### config.mk
export PLATFORM = sky130hd
export DESIGN_NAME = innerproduct_stream
export DESIGN_NICKNAME = d
export VERILOG_FILES = /design/src/rtl/innerproduct_stream.sv
export SDC_FILE = /design/constraint.sdc
export NUM_CORES = 2
export LEC_CHECK = 0
export BUFFER_PORTS_ARGS = -buffer_cell sky130_fd_sc_hd__buf_2
export CORE_MARGIN = 2
export CORE_UTILIZATION = 34
export DETAILED_ROUTE_END_ITERATION = 8
export PLACE_DENSITY = 0.49
export SLEW_MARGIN = 20
export SYNTH_ARGS = -nofsm -noshare
export SYNTH_HDL_FRONTEND = slang
export SYNTH_SLANG_ARGS = --single-unit
### constraint.sdc
create_clock -name clk -period 6.7 [get_ports clk]
set_input_delay 1.34 -clock clk [delete_from_list [all_inputs] [get_ports clk]]
set_output_delay 1.34 -clock clk [all_outputs]
set_load 0.005 [all_outputs]
### src/rtl/innerproduct_stream.sv
// innerproduct_stream: streaming inner product h' = sum x[i]*theta[i] over
// N_FEAT features, LANES features per beat, runtime-writable weight file,
// held result output with saturate or wrap arithmetic and sticky overflow.
module innerproduct_stream #(
  parameter int N_FEAT = 81,
  parameter int LANES  = 1,
  parameter int XW     = 7,
  parameter int TW     = 32,
  parameter int ACC_W  = 32,
  parameter int SAT    = 0,
  localparam int AW    = (N_FEAT > 1) ? $clog2(N_FEAT) : 1
) (
  input  logic                   clk,
  input  logic                   rst,
  input  logic                   w_we,
  input  logic [AW-1:0]          w_addr,
  input  logic [TW-1:0]          w_data,
  output logic                   w_busy,
  input  logic                   x_valid,
  output logic                   x_ready,
  input  logic [LANES*XW-1:0]    x_data,
  output logic                   y_valid,
  input  logic                   y_ready,
  output logic [ACC_W-1:0]       y_data,
  output logic                   y_ovf
);

  localparam int BEATS = (N_FEAT + LANES - 1) / LANES;
  localparam int BW    = (BEATS > 1) ? $clog2(BEATS) : 1;
  localparam int PW    = XW + 1 + TW;
  localparam int SW    = ((ACC_W > PW) ? ACC_W : PW) + $clog2(LANES + 1) + 1;
  localparam logic [AW:0]      NF      = (AW + 1)'(N_FEAT);
  localparam logic [BW-1:0]    LAST    = BW'(BEATS - 1);
  localparam logic [ACC_W-1:0] ACC_MAX = {1'b0, {(ACC_W-1){1'b1}}};
  localparam logic [ACC_W-1:0] ACC_MIN = {1'b1, {(ACC_W-1){1'b0}}};

  typedef enum logic {S_ACC, S_HOLD} state_t;

  state_t                  state, state_nxt;
  logic [BW-1:0]           bcnt;
  logic [ACC_W-1:0]        acc;
  logic                    ovf_sticky;
  logic [TW-1:0]           theta [N_FEAT];

  logic signed [SW-1:0]    sum;
  logic signed [PW-1:0]    prod;
  logic [31:0]             idx;
  logic [SW-ACC_W:0]       sum_hi;
  logic                    ovf_now;
  logic [ACC_W-1:0]        acc_upd;
  logic                    ovf_upd;
  logic                    beat_acc;
  logic                    last_beat;
  logic                    w_commit;

  assign beat_acc  = x_valid & x_ready;
  assign last_beat = (bcnt == LAST);
  assign w_commit  = w_we & (state == S_ACC) & (bcnt == '0) & ({1'b0, w_addr} < NF);

  // Weight file: not reset, written only between vectors
  always_ff @(posedge clk) begin
    if (w_commit) theta[w_addr] <= w_data;
  end

  // Full-precision beat sum; padding lanes past N_FEAT contribute nothing
  always_comb begin
    sum  = {{(SW-ACC_W){acc[ACC_W-1]}}, acc};
    prod = '0;
    idx  = '0;
    for (int unsigned k = 0; k < LANES; k++) begin
      idx = 32'(bcnt) * 32'(LANES) + 32'(k);
      if (idx < 32'(N_FEAT)) begin
        prod = $signed({1'b0, x_data[k*XW +: XW]}) * $signed(theta[idx[AW-1:0]]);
        sum  = sum + SW'(prod);
      end
    end
  end

  // Range check against ACC_W, then clamp or wrap
  always_comb begin
    sum_hi  = sum[SW-1:ACC_W-1];
    ovf_now = (|sum_hi) & ~(&sum_hi);
    acc_upd = sum[ACC_W-1:0];
    if (ovf_now && (SAT != 0)) acc_upd = sum[SW-1] ? ACC_MIN : ACC_MAX;
    ovf_upd = ovf_sticky | ovf_now;
  end

  // State register
  always_ff @(posedge clk or posedge rst) begin
    if (rst) state <= S_ACC;
    else     state <= state_nxt;
  end

  // Next-state and handshake outputs
  always_comb begin
    state_nxt = state;
    x_ready   = 1'b0;
    y_valid   = 1'b0;
    w_busy    = (bcnt != '0);
    case (state)
      S_ACC: begin
        x_ready = 1'b1;
        if (beat_acc && last_beat) state_nxt = S_HOLD;
      end
      S_HOLD: begin
        y_valid = 1'b1;
        w_busy  = 1'b1;
        if (y_ready) state_nxt = S_ACC;
      end
      default: state_nxt = S_ACC;
    endcase
  end

  // Accumulator, beat counter and result registers
  always_ff @(posedge clk or posedge rst) begin
    if (rst) begin
      bcnt       <= '0;
      acc        <= '0;
      ovf_sticky <= 1'b0;
      y_data     <= '0;
      y_ovf      <= 1'b0;
    end else if (beat_acc) begin
      if (last_beat) begin
        y_data     <= acc_upd;
        y_ovf      <= ovf_upd;
        acc        <= '0;
        ovf_sticky <= 1'b0;
        bcnt       <= '0;
      end else begin
        acc        <= acc_upd;
        ovf_sticky <= ovf_upd;
        bcnt       <= bcnt + 1'b1;
      end
    end
  end

endmodule

# Word-level counts from Yosys, hierarchy flattened

Memory sizes are Yosys's and may differ from the RTL's.
Index checks and enable logic that the tools add are counted.

Bits in registers: 74
RAM bits: 2592
Memories kept: 1
Output and inout port bits: 36
Input port bits: 51

Memory list:

| memory | words | width | rd ports | clocked after Yosys merged registers in | wr ports | RTL line | RTL |
|---|---|---|---|---|---|---|---|
| theta  | 81    | 32    | 1        | 0                                       | 1        | 43       | `logic [TW-1:0] theta [N_FEAT];` |

Bitwise operators: 8
$lt $le $gt $ge: 2
Reductions and logical operators: 6
Multiply operators: 1
Equal/unequal tests: 1
Muxes and demuxes: 12
Add/subtract/negate cells: 2

Operator list:

| cell                | number |
|---|---|
| $mux 42             | 1 |
| $add 32x40->41      | 1 |
| $mul 8x32->40       | 1 |
| $mux 32             | 1 |
| $lt 7x7->1 const B  | 2 |
| $reduce_and 11->1   | 1 |
| $reduce_or 11->1    | 1 |
| $mux 1              | 8 |
| $add 7x1->7 const B | 1 |
| $eq 7x7->1 const B  | 1 |
| $logic_not 7->1     | 1 |
| $mux 7              | 1 |
| $reduce_bool 7->1   | 1 |
| $and 1x1->1         | 5 |
| $not 1->1           | 2 |
| $pmux 1 s2          | 1 |
| $reduce_and 2->1    | 1 |
| $logic_and 1x1->1   | 1 |
| $or 1x1->1          | 1 |

# Logic depth before layout (Yosys ltp)

An unclocked memory read counts as a cell.

Depth after elaboration: 9
Gate-level depth with buffers: 30

# Worst setup path before layout

No wires, ideal clock.

Kind: flip-flop to flip-flop
From: register bcnt[1]
To: register ovf_sticky
Arrival: 7139 ps
Slack: -570 ps
Stages on the path, launching flop included: 28
Clock period less this slack: 7270 ps
Library setup time: 130 ps
Path buffers: 5
Required time: 6570 ps
Path through: dfrtp_1 clkbuf_1 buf_4 clkbuf_1 clkbuf_1 mux4_2 mux4_2 mux4_2 o21ai_1 nand2b_1 fa_1 inv_1 fa_1 fa_1 inv_1 fa_1 inv_1 ha_1 clkbuf_1 o21ai_0 a211oi_1 o21bai_1 nor3_1 nor3_1 a311oi_1 nand3_1 o31ai_1 o21ai_1

Word-level cells in the longest chain between the ends: 9

RTL lines:

| what                   | RTL line | RTL |
|---|---|---|
| start, declared        | 40       | `logic [BW-1:0] bcnt;` |
| start signal, assigned | 132      | `bcnt <= bcnt + 1'b1;` |
| $mem_v2 81x32          | --       |  |
| $mul 8x32->40          | 73       | `prod = $signed({1'b0, x_data[k*XW +: XW]}) * $signed(theta[idx[AW-1:0]]);` |
| $add 32x40->41         | 74       | `sum = sum + SW'(prod);` |
| $mux 42                | 72       | `if (idx < 32'(N_FEAT)) begin` |
| $reduce_and 11->1      | 82       | `ovf_now = (\|sum_hi) & ~(&sum_hi);` |
| $not 1->1              | 82       |  |
| $and 1x1->1            | 82       |  |
| $or 1x1->1             | 85       | `ovf_upd = ovf_sticky \| ovf_now;` |
| $mux 1 *               | 123      | `if (last_beat) begin` |
| end signal, assigned   | 131      | `ovf_sticky <= ovf_upd;` |
| end, declared          | 42       | `logic ovf_sticky;` |

Every way passes the cells marked *; elsewhere a longest branch is shown, timed or not.
A chain may end at the register's enable or synchronous reset.

# Worst setup path after layout

From: register bcnt[0]
To: register ovf_sticky

Same word-level chain as after synthesis.

==> impl_metrics.csv <==
group,metric,value,unit
outcome,outcome,"finished with violations",
outcome,violations,"negative setup slack",
synth,syn_area_per_cell,21.16,um2
global_route,grtUsageTotal,0.1926,
detailed_routing,vias,55800,
timing,tightest_slew,1126,ps
synth,ys_seq_area_frac,0.7180,
detailed_routing,wirelength,322.1,mm
synth,syn_area,0.1110,mm2
timing,period_share,1.163,
die,die_area,0.3310,mm2
global_route,grt_overflow,0,
cts,cts_max_level,5,
cts,hold_buffers,0,
setup_path,path_class,"reg -> reg",
setup_path,cp.depth,24,
global_route,grt_max_degree,82,
synth,yosysTopAreaCell,"edfxtp_1",
global_route,grt.busiest_layer,"met2",
synth,yosysUniqueCellTypes,58,
cts,clock_latency,910,ps
global_route,met1_usage,0.2692,
detailed_routing,drtIter0Drc,5338,
timing,relSlewSlack,0.2415,
synth,synth_commonest_cells,"edfxtp_1, mux4_2, inv_1, fa_1, nor2b_1",
placed_design,dpl-instance-area,0.1227,mm2
synth,syn_nets,5580,
final_layout,design_area,0.1350,mm2
global_route,grt_pass1_wl,452.1,mm
detailed_routing,drc_errors,0,
synth,ys_seq_elements,2666,
setup_path,path_cells,"buf_12 > buf_4 > buf_12 > mux4_2 > mux4_2 > mux4_2 > o21ai_4 > buf_12 > nor2b_1 > fa_1 > fa_1 > fa_1 > fa_1 > ha_4 > nand4_1 > nor3_2 > inv_1 > a21o_1 > o21ba_4 > o221a_1 > nor4_2 > nand4bb_1 > o21ai_1 > o21ai_1",
detailed_routing,wl_per_cell,30.27,um
timing,hold_viol_final,0,
die,start_util,0.3420,
setup_path,endpoint,"ovf_sticky",
timing,setup_tns,-26240,ps
die,core-area,0.3245,mm2
worst_hold_path,min_path_type,"in -> async",
placed_design,place.gp.congestion,0.8085,
cts,numClockSinks,2666,
setup_path,cp.arrival,8530,ps
cts,cts_buffer_depth,4,
setup_path,cpLargestDelayFamily,"adder cells",
setup_path,path_buf_inv,5,
timing,fin_ws,-1090,ps
flow_run,maxCapViolCount,0,
setup_path,worstReg2RegStart,"bcnt[0]",
setup_path,cpMostUsedCell,"fa_1",
global_route,met2_usage,0.3232,
synth,ys_warn_count,0,
synth,yosysTopAreaCellShare,0.7013,
placed_design,port_buffers,86,
setup_path,start_kind,"flop",
setup_path,r2r-end,"ovf_sticky",
cts,path_clk_slew,60,ps
final_layout,drive_gt1_frac,0.3812,
timing,slew_violations,0,
synth,ys_async_sr_fraction,0.02776,
detailed_routing,dr.pass1.iters,7,
timing,fmax,0.1284,GHz
final_layout,nFillCells,28240,
global_route,grt_use_met3,0.02406,
setup_path,slowest_stage,"mux4_2",
setup_path,rrSetupSlack,-1090,ps
die,rows,209,
synth,synth_top_cells_by_area,"edfxtp_1, mux4_2, fa_1, dfrtp_1, ha_1",
die,ios,87,
final_layout,final_nets,6423,
timing,skew,66.85,ps
cts,cts_tree,"built",
setup_path,cp_data_required_time,7440,ps
setup_path,slowest_delay,660,ps
detailed_routing,ant_nets,0,
setup_path,crit_start,"bcnt[0]",
synth,ys.flop_type,"edfxtp_1",
setup_path,path_max_fanout,6,
global_route,antenna_found_initial,23,
timing,rsz0062_at_grt,"yes",
setup_path,endpoint_kind,"flop",
timing,period_needed,7790,ps
synth,synth-edff-count,2592,
synth,synth_most_common_cell,"edfxtp_1",
detailed_routing,viasPerCell,5.245,
setup_path,rr_worst_depth,24,
cts,cts_root_buf,"clkbuf_16",
final_layout,area_growth,21.62,%
timing,setup_viol,46,
synth,synthCells,5244,
placed_design,dp_hpwl,197.5,mm
cts,numCtsBuffers,290,
die,dieHeight,575.3,um
global_route,grt_pass1_vias,58330,
die,die_x,575.3,um
-- repair_timing --
item	CTS	global route
setup buffers	49	64
gates cloned	8	4
resized for setup	202	214
endpoints found under the setup margin	51	54
pin swaps	47	106
endpoints found under the hold margin	0	0
-- sequential cells by signal, summed over array words and instances, names as in the netlist --
| signal | flops |
|---|---|
| acc | 32 |
| bcnt | 7 |
| ovf_sticky | 1 |
| state | 1 |
| theta | 2592 |
| y_data | 32 |
| y_ovf | 1 |
-- how the worst min path moves through the flow --
stage                       endpoint  slack (ps)
after global placement    y_data[18]         460
after floorplan           ovf_sticky         450
after CTS                    acc[29]         370
after detailed placement  y_data[31]         470
final                        acc[29]         430
after global routing      y_data[29]         420
-- metal layers --
metal  wire length (um)  part of all wire
met1             139900              0.43
met4               6599             0.020
met3              16820             0.052
met2             158700              0.49
met5                 13          0.000040
-- cell usage in the layout, fill, tap and decap left out, types with 50 or more instances in the layout --
cell / count
buf_4: 493
fa_1: 192
dfrtp_1: 67
nor2b_1: 157
buf_12: 140
nand2b_1: 53
clkbuf_16: 295
nor2_4: 88
clkinv_1: 53
inv_1: 252
clkinv_2: 50
clkbuf_1: 65
buf_6: 63
edfxtp_1: 2592
mux4_2: 832
ha_1: 56
buf_2: 84
nand2_1: 126
-- stage by stage --
stage | hold slack, ps | setup WS, ps | util | cells
6_report | 434.5 | -1090 | 0.4159 | 10640
5_1_grt | 423.0 | -1373 | 0.4159 | 10630
2_1_floorplan | 454.9 | -14.12 | - | 5244
4_1_cts | 375.0 | -1092 | 0.4110 | 10570
3_3_place_gp | 459.0 | -1390 | 0.3779 | 9997
3_5_place_dp | 465.1 | -1332 | 0.3781 | 9999
-- cell families (layout without fill, tap and decap cells) --
group           count (synthesis)  count (layout)  synth area share
simple gates                  580             580           0.02617
other cells                     0               8                 0
flops                        2666            2666            0.7180
xor+xnor                       38              38          0.002999
mux                           876             876            0.1729
compound gates                263             263           0.01485
fa+ha+maj                     285             285           0.04566
buf+inv                       536            1599           0.01942
-- area by class of cell --
cell class,count,area [um2],share of cell area
sequential,2666,79710,0.5905
multi-input combinational,2042,31550,0.2337
timing repair buffer,805,8234,0.06100
clock buffer,359,7567,0.05606
tap,4325,5411,0.04009
clock inverter,153,1431,0.01060
inverter,282,1060,0.007851
antenna,8,20.02,0.0001483
Power is not shown: default switching activity piles up to over one toggle a cycle in this logic, so the estimate is an artifact.
